**config.mk**
```make
export PLATFORM = sky130hd
export DESIGN_NAME = sobel_frame_ctrl_flat
export DESIGN_NICKNAME = d
export VERILOG_FILES = /design/src/rtl/sobel_frame_ctrl_if.sv /design/src/rtl/sobel_frame_ctrl.sv /design/src/flat_wrapper.sv
export SDC_FILE = /design/constraint.sdc
export NUM_CORES = 1
export LEC_CHECK = 0
export ABC_AREA = 1
export ABC_CLOCK_PERIOD_IN_PS = 1700
export CORE_ASPECT_RATIO = 1.75
export CORE_MARGIN = 8
export CORE_UTILIZATION = 49
export CTS_CLUSTER_DIAMETER = 100
export DETAILED_ROUTE_END_ITERATION = 16
export PLACE_DENSITY = 0.79
export SLEW_MARGIN = 20
export SYNTH_ARGS = -nofsm -noshare
export SYNTH_HDL_FRONTEND = slang
export SYNTH_SLANG_ARGS = --single-unit
```
**constraint.sdc**
```tcl
create_clock -name clk -period 1.7 [get_ports clk]
set_input_delay 0.34 -clock clk [delete_from_list [all_inputs] [get_ports clk]]
set_output_delay 0.34 -clock clk [all_outputs]
set_load 0.02 [all_outputs]
```
**src/rtl/sobel_frame_ctrl_if.sv**
```systemverilog
// Upstream raster-pixel stream into sobel_frame_ctrl: valid/ready handshake with a 24-bit {R,G,B} payload.
interface sobel_frame_ctrl_if;
  logic        s_valid;
  logic        s_ready;
  logic [23:0] s_data;

  modport master (output s_valid, output s_data, input s_ready);
  modport slave  (input s_valid, input s_data, output s_ready);
endinterface

```
**src/rtl/sobel_frame_ctrl.sv**
```systemverilog
// Frame sequencer ahead of sobel_top: lines with horizontal blanking, zero-pad flush, done pulse.
// Optional stall statistics output enabled by macro SOBEL_CTRL_STATS_EN.
module sobel_frame_ctrl #(
  parameter int unsigned IMG_W     = 640,
  parameter int unsigned IMG_H     = 480,
  parameter int unsigned HBLANK    = 4,
  parameter int unsigned FLUSH_CYC = 642
) (
  input  logic                       clk,
  input  logic                       rst_n,
  input  logic                       start,
  input  logic                       abort,
  sobel_frame_ctrl_if.slave          pix,
  output logic                       rgb_enable,
  output logic [23:0]                rgb_data_out,
  output logic                       line_start,
  output logic                       busy,
  output logic                       frame_done,
  output logic [$clog2(IMG_H)-1:0]   row,
  output logic [$clog2(IMG_W)-1:0]   col
`ifdef SOBEL_CTRL_STATS_EN
  ,
  output logic [15:0]                stall_cnt
`endif
);

  localparam int unsigned RW = $clog2(IMG_H);
  localparam int unsigned CW = $clog2(IMG_W);
  localparam int unsigned HW = $clog2(HBLANK + 1);
  localparam int unsigned FW = $clog2(FLUSH_CYC + 1);

  typedef enum logic [2:0] {
    ST_IDLE, ST_ACTIVE, ST_HBLANK, ST_FLUSH, ST_DONE
  } state_t;

  state_t        state, state_d;
  logic [RW-1:0] row_d;
  logic [CW-1:0] col_d;
  logic [HW-1:0] hb_cnt, hb_cnt_d;
  logic [FW-1:0] fl_cnt, fl_cnt_d;
  logic          en_d, ls_d;
  logic [23:0]   data_d;
  logic          accept;

  // Ready depends on state only, so there is no path from s_valid back to s_ready.
  assign pix.s_ready = (state == ST_ACTIVE);
  assign accept      = pix.s_valid && (state == ST_ACTIVE);

  always_comb begin
    state_d  = state;
    row_d    = row;
    col_d    = col;
    hb_cnt_d = hb_cnt;
    fl_cnt_d = fl_cnt;
    en_d     = 1'b0;
    ls_d     = 1'b0;
    data_d   = 24'h000000;

    case (state)
      ST_IDLE: begin
        if (start) begin
          state_d  = ST_ACTIVE;
          row_d    = '0;
          col_d    = '0;
          hb_cnt_d = '0;
          fl_cnt_d = '0;
        end
      end
      ST_ACTIVE: begin
        if (accept) begin
          en_d   = 1'b1;
          data_d = pix.s_data;
          ls_d   = (col == '0);
          if (col == CW'(IMG_W - 1)) begin
            col_d = '0;
            if (row < RW'(IMG_H - 1)) begin
              row_d   = row + RW'(1);
              state_d = ST_HBLANK;
            end else begin
              state_d = ST_FLUSH;
            end
          end else begin
            col_d = col + CW'(1);
          end
        end
      end
      ST_HBLANK: begin
        if (hb_cnt == HW'(HBLANK - 1)) begin
          hb_cnt_d = '0;
          state_d  = ST_ACTIVE;
        end else begin
          hb_cnt_d = hb_cnt + HW'(1);
        end
      end
      ST_FLUSH: begin
        en_d = 1'b1;
        if (fl_cnt == FW'(FLUSH_CYC - 1)) begin
          fl_cnt_d = '0;
          state_d  = ST_DONE;
        end else begin
          fl_cnt_d = fl_cnt + FW'(1);
        end
      end
      ST_DONE:  state_d = ST_IDLE;
      default:  state_d = ST_IDLE;
    endcase

    // Abort overrides every transition and squashes any output beat.
    if (abort) begin
      state_d  = ST_IDLE;
      row_d    = '0;
      col_d    = '0;
      hb_cnt_d = '0;
      fl_cnt_d = '0;
      en_d     = 1'b0;
      ls_d     = 1'b0;
      data_d   = 24'h000000;
    end
  end

  always_ff @(posedge clk or negedge rst_n) begin
    if (!rst_n) begin
      state        <= ST_IDLE;
      row          <= '0;
      col          <= '0;
      hb_cnt       <= '0;
      fl_cnt       <= '0;
      rgb_enable   <= 1'b0;
      rgb_data_out <= 24'h000000;
      line_start   <= 1'b0;
      busy         <= 1'b0;
      frame_done   <= 1'b0;
    end else begin
      state        <= state_d;
      row          <= row_d;
      col          <= col_d;
      hb_cnt       <= hb_cnt_d;
      fl_cnt       <= fl_cnt_d;
      rgb_enable   <= en_d;
      rgb_data_out <= data_d;
      line_start   <= ls_d;
      busy         <= (state_d != ST_IDLE);
      frame_done   <= (state_d == ST_DONE);
    end
  end

`ifdef SOBEL_CTRL_STATS_EN
  // Saturating count of upstream starvation cycles while a line is being pulled.
  always_ff @(posedge clk or negedge rst_n) begin
    if (!rst_n) begin
      stall_cnt <= 16'h0000;
    end else if ((state == ST_IDLE) && start && !abort) begin
      stall_cnt <= 16'h0000;
    end else if ((state == ST_ACTIVE) && !pix.s_valid && (stall_cnt != 16'hFFFF)) begin
      stall_cnt <= stall_cnt + 16'd1;
    end
  end
`endif

endmodule

```
**src/flat_wrapper.sv**
```systemverilog
// flat-port wrapper written by rule: the top's interface ports become plain ports
module sobel_frame_ctrl_flat 
#(
  parameter int unsigned IMG_W     = 640,
  parameter int unsigned IMG_H     = 480,
  parameter int unsigned HBLANK    = 4,
  parameter int unsigned FLUSH_CYC = 642
)
  (clk, rst_n, start, abort, rgb_enable, rgb_data_out, line_start, busy, frame_done, row, col, pix_s_valid, pix_s_data, pix_s_ready);
  sobel_frame_ctrl_if pix_i ();
  input  logic clk;
  input  logic rst_n;
  input  logic start;
  input  logic abort;
  output logic rgb_enable;
  output logic [23:0] rgb_data_out;
  output logic line_start;
  output logic busy;
  output logic frame_done;
  output logic [$clog2(IMG_H)-1:0] row;
  output logic [$clog2(IMG_W)-1:0] col;
  input wire logic [$bits(pix_i.s_valid)-1:0] pix_s_valid;
  input wire logic [$bits(pix_i.s_data)-1:0] pix_s_data;
  output wire logic [$bits(pix_i.s_ready)-1:0] pix_s_ready;
  assign pix_i.s_valid = pix_s_valid;
  assign pix_i.s_data = pix_s_data;
  assign pix_s_ready = pix_i.s_ready;
  sobel_frame_ctrl #(.IMG_W(IMG_W), .IMG_H(IMG_H), .HBLANK(HBLANK), .FLUSH_CYC(FLUSH_CYC)) u_core (.clk(clk), .rst_n(rst_n), .start(start), .abort(abort), .pix(pix_i), .rgb_enable(rgb_enable), .rgb_data_out(rgb_data_out), .line_start(line_start), .busy(busy), .frame_done(frame_done), .row(row), .col(col));
endmodule
```
==> out/results.md <==
Status
* **result of the run** finished, final reports clean

Setup path
* **category of cells accounting for the largest share of critical-path delay** buffers and inverters
* **minimum setup slack among reg-to-reg paths** 0.11 ns
* **required time of the critical path** 1.36 ns
* **Worst path slowest cell** sky130_fd_sc_hd__clkdlybuf4s50_1
* **worst setup path startpoint** u_core.row[4]
* **Crit. path cell count** 1
* **kind of start point of the critical path** register
* **classification of the worst setup path** reg -> out
* **crit-path max cell delay** 0.62 ns
* **launching point of the worst reg2reg path** u_core.col[0]
* **data arrival time of the worst path** 1.33 ns
* **worst r2r dst** u_core.row[5]
* **type of element capturing the critical path** primary output
* **worst path buffer plus inverter count** 1
* **worst r2r path cells** 10
* **worst-path fanout max** 2
* **critical path endpoint** row[4]
* **cell breakdown of the critical path** clkdlybuf4s50_1

Floorplan
* **horizontal extent of the die** 76.10 µm
* **floorplan core area** 6181 µm²
* **I/O pin count** 77
* **Chip Height** 121.2 µm
* **Starting Density** 50.10%
* **std cell rows** 38
* **total die area** 9220 µm²

Drt
* **DR pass1 iterations** 4
* **routed vias/inst** 4.970
* **Remaining DRCs** 0
* **final wirelength** 7653 µm
* **count of antenna-violating nets left after detailed routing** 0
* **number of DRC violations after detailed-routing iteration 0** 115
* **via count of the routed design** 2783
* **mean routed wirelength per cell** 13.67 µm

Hold path
* **Min-Delay Path Class** reg -> reg
* **hold-critical path depth** 1

Logic synthesis
* **area share of the largest cell type after synthesis** 50.91%
* **Syn Nets** 409
* **Synth Warn #** 0
* **average cell area after synthesis** 8.280 µm²
* **number of synthesized register bits** 63
* **top cell type by total area after synthesis** sky130_fd_sc_hd__dfrtp_1
* **total standard cell area after synthesis** 3097 µm²
* **synthesized netlist cell count** 374
* **post-synthesis cell type count** 38
* **cell types with the largest area share after synthesis** sky130_fd_sc_hd__dfrtp_1 (51%), sky130_fd_sc_hd__nand2_1 (11%), sky130_fd_sc_hd__nor2_1 (7.2%), sky130_fd_sc_hd__inv_1 (5.0%), sky130_fd_sc_hd__nand3_1 (4.5%)
* **sequential element share of the synthesized area** 50.91%

Clocking
* **total number of H-tree levels** 3
* **clock buffer count from CTS** 9
* **Sinks on Clock Net** 63
* **clk root buf** sky130_fd_sc_hd__clkbuf_8
* **total setup buffers inserted after CTS** 0
* **Bufs on Longest Clock Path** 2
* **TritonCTS clock tree** yes
* **worst-skew pair later-pin latency** 0.35 ns
* **CTS clock-pin slew for the worst setup and hold paths** 0.07 ns

Timing
* **final setup fails** 0
* **top achievable clock speed** 599.1 MHz
* **final sum of negative setup slack** 0 ns
* **final max-slew violation count** 0
* **worst-margin pin slew** 0.3536 ns
* **period utilisation layout** 98.19%
* **Final min period** 1.669 ns
* **worst clock skew on the final layout** 0.008820 ns
* **Relative slew margins** 76.21%
* **unrepaired setup endpoints after global routing** no
* **hold violation count in the final report** 0

Layout
* **final cell area excluding filler cells** 4258 µm²
* **share of layout cells above drive strength 1** 13.54%
* **P&R area growth vs syn** 37.49%
* **final net count** 510
* **antenna cell count** 0

Power and ir drop
* **Worst VDD drop** 0.6302 mV
* **power density normalized to cell area** 729.6 nW/µm²
* **standby leakage power** 2.084 nW

Global route
* **global-route wire length before repair** 12810 µm
* **via count of the first global-routing pass** 2944
* **overall overflow remaining after global route** 0
* **overall track demand over capacity in global routing** 17.25%
* **number of antenna violations at the first check in global routing** 0
* **largest net degree at the start of global routing** 64

Placement
* **Port Buffer Count** 76
* **detailed placement HPWL** 5928 µm
* **RePlAce Congestion** 0.9233
* **total cell area at the placement stage** 4069 µm²

Run
* **Maximum Capacitance Violations** 0

worst min path at each step:
stage	slack, ns	to	startpoint
6_report	0.51	u_core.hb_cnt[0]	u_core.hb_cnt[0]
3_5_place_dp	0.38	u_core.row[3]	rst_n
2_1_floorplan	0.04	u_core.busy	rst_n
4_1_cts	0.50	u_core.rgb_data_out[16]	pix_s_data[16]
5_1_grt	0.52	u_core.rgb_data_out[2]	pix_s_data[2]
3_3_place_gp	0.38	u_core.row[3]	rst_n
metrics by stage:
step	setup slack (ns)	utilization (%)	std cells	power, mW	hold WS (ns)
2_1_floorplan	0.1031	-	374	1.752	0.04441
3_3_place_gp	-0.07829	65.83	542	1.963	0.3751
3_5_place_dp	-0.1912	65.83	542	1.970	0.3798
4_1_cts	0.001192	68.50	559	3.141	0.5049
5_1_grt	0.002532	68.89	560	3.249	0.5202
6_report	0.03075	68.89	560	3.106	0.5109
flip-flops by register name (all words and copies together), names as in the netlist, 3 cells and up:
signal	count
u_core.rgb_data_out	24
u_core.col	10
u_core.fl_cnt	10
u_core.row	9
u_core.hb_cnt	3
u_core.state	3
cell type report:
cell class,instances,area (µm²)
timing repair buffer,98,917.1
clock buffer,13,158.9
tap,80,100.1
multi-input combinational,255,1300
inverter,48,187.7
sequential,63,1577
fill,530,1923
clock inverter,3,17.52
timing repair:
item | CTS | global route
endpoints found under the setup margin | 17 | 11
hold buffers | 1 | 0
pin swaps | 0 | 5
hold endpoints to repair | 3 | 0
cloned | 0 | 1
resized for setup | 17 | 6
logic make-up (layout without fill, tap and decap cells):
family                   count (synthesis)  in the layout  synth area share, %
buffers and inverters                   57            162                7.798
XOR/XNOR                                 6              6                1.697
AO/OA/AOI/OAI                           34             34                6.465
AND/OR/NAND/NOR                        208            209                30.71
flip-flops                              63             63                50.91
adder cells (fa/ha/maj)                  6              6                2.424
worst reg2reg max path: cells and delay by family (launching register included):
family,cells,cell delay (ns)
simple gates,7,0.75
flops,1,0.39
fa+ha+maj,1,0.20
buf+inv,1,0.08
compound gates,1,0.05
cells in the mapped netlist:
cell / instances
sky130_fd_sc_hd__nand2_2: 4
sky130_fd_sc_hd__nor2_8: 1
sky130_fd_sc_hd__nor2_1: 59
sky130_fd_sc_hd__inv_2: 4
sky130_fd_sc_hd__a22o_1: 1
sky130_fd_sc_hd__inv_1: 41
sky130_fd_sc_hd__nor3_1: 7
sky130_fd_sc_hd__buf_2: 1
sky130_fd_sc_hd__ha_1: 6
sky130_fd_sc_hd__o41ai_1: 1
sky130_fd_sc_hd__and2_1: 1
sky130_fd_sc_hd__clkinv_1: 1
sky130_fd_sc_hd__nand2_4: 3
sky130_fd_sc_hd__clkbuf_1: 2
sky130_fd_sc_hd__nor2_4: 5
sky130_fd_sc_hd__nor3b_1: 1
sky130_fd_sc_hd__inv_4: 1
sky130_fd_sc_hd__clkinv_4: 1
sky130_fd_sc_hd__nand4_1: 6
sky130_fd_sc_hd__o21a_1: 1
sky130_fd_sc_hd__xor2_1: 3
sky130_fd_sc_hd__a22oi_1: 1
sky130_fd_sc_hd__buf_4: 3
sky130_fd_sc_hd__buf_1: 2
sky130_fd_sc_hd__o32ai_1: 1
sky130_fd_sc_hd__dfrtp_1: 63
sky130_fd_sc_hd__nand2_1: 90
sky130_fd_sc_hd__a21oi_1: 11
sky130_fd_sc_hd__xnor2_1: 3
sky130_fd_sc_hd__nor2_2: 1
sky130_fd_sc_hd__nor4_1: 1
sky130_fd_sc_hd__nand3_4: 1
sky130_fd_sc_hd__buf_6: 1
sky130_fd_sc_hd__o21ai_1: 1
sky130_fd_sc_hd__o21ai_0: 12
sky130_fd_sc_hd__nand3_1: 28
sky130_fd_sc_hd__o21ai_2: 3
sky130_fd_sc_hd__a31oi_1: 2
metal layers:
layer | part of all wire [%] | up-vias | global-route usage [%]
li1 | - | 1381 | -
met1 | 35 | 1294 | 15.04
met2 | 52 | 87 | 30.80
met3 | 9.9 | 21 | 8.828
met4 | 2.9 | 0 | 10.05
met5 | 0 | - | 0
power by group:
part | total [mW] | switching, mW | internal, mW
Combinational | 0.395 | 0.220 | 0.175
Sequential | 1.54 | 0.0183 | 1.52
Clock | 1.17 | 0.564 | 0.604
Total | 3.11 | 0.802 | 2.30
cell usage in the layout (no fill, tap or decap), drive strengths merged, types with 2 or more instances in the layout:
master,netlist,layout
clkdlybuf4s50,0,57
dlygate4sd2,0,17
nand4,6,6
nor3,7,7
a31oi,2,2
buf,7,22
dfrtp,63,63
nand2,97,97
xnor2,3,3
clkbuf,2,13
nand3,29,29
inv,46,46
ha,6,6
xor2,3,3
clkinv,2,4
a21oi,11,11
nor2,66,67
o21ai,16,16
Note: power is estimated with default switching activity, not from simulation.
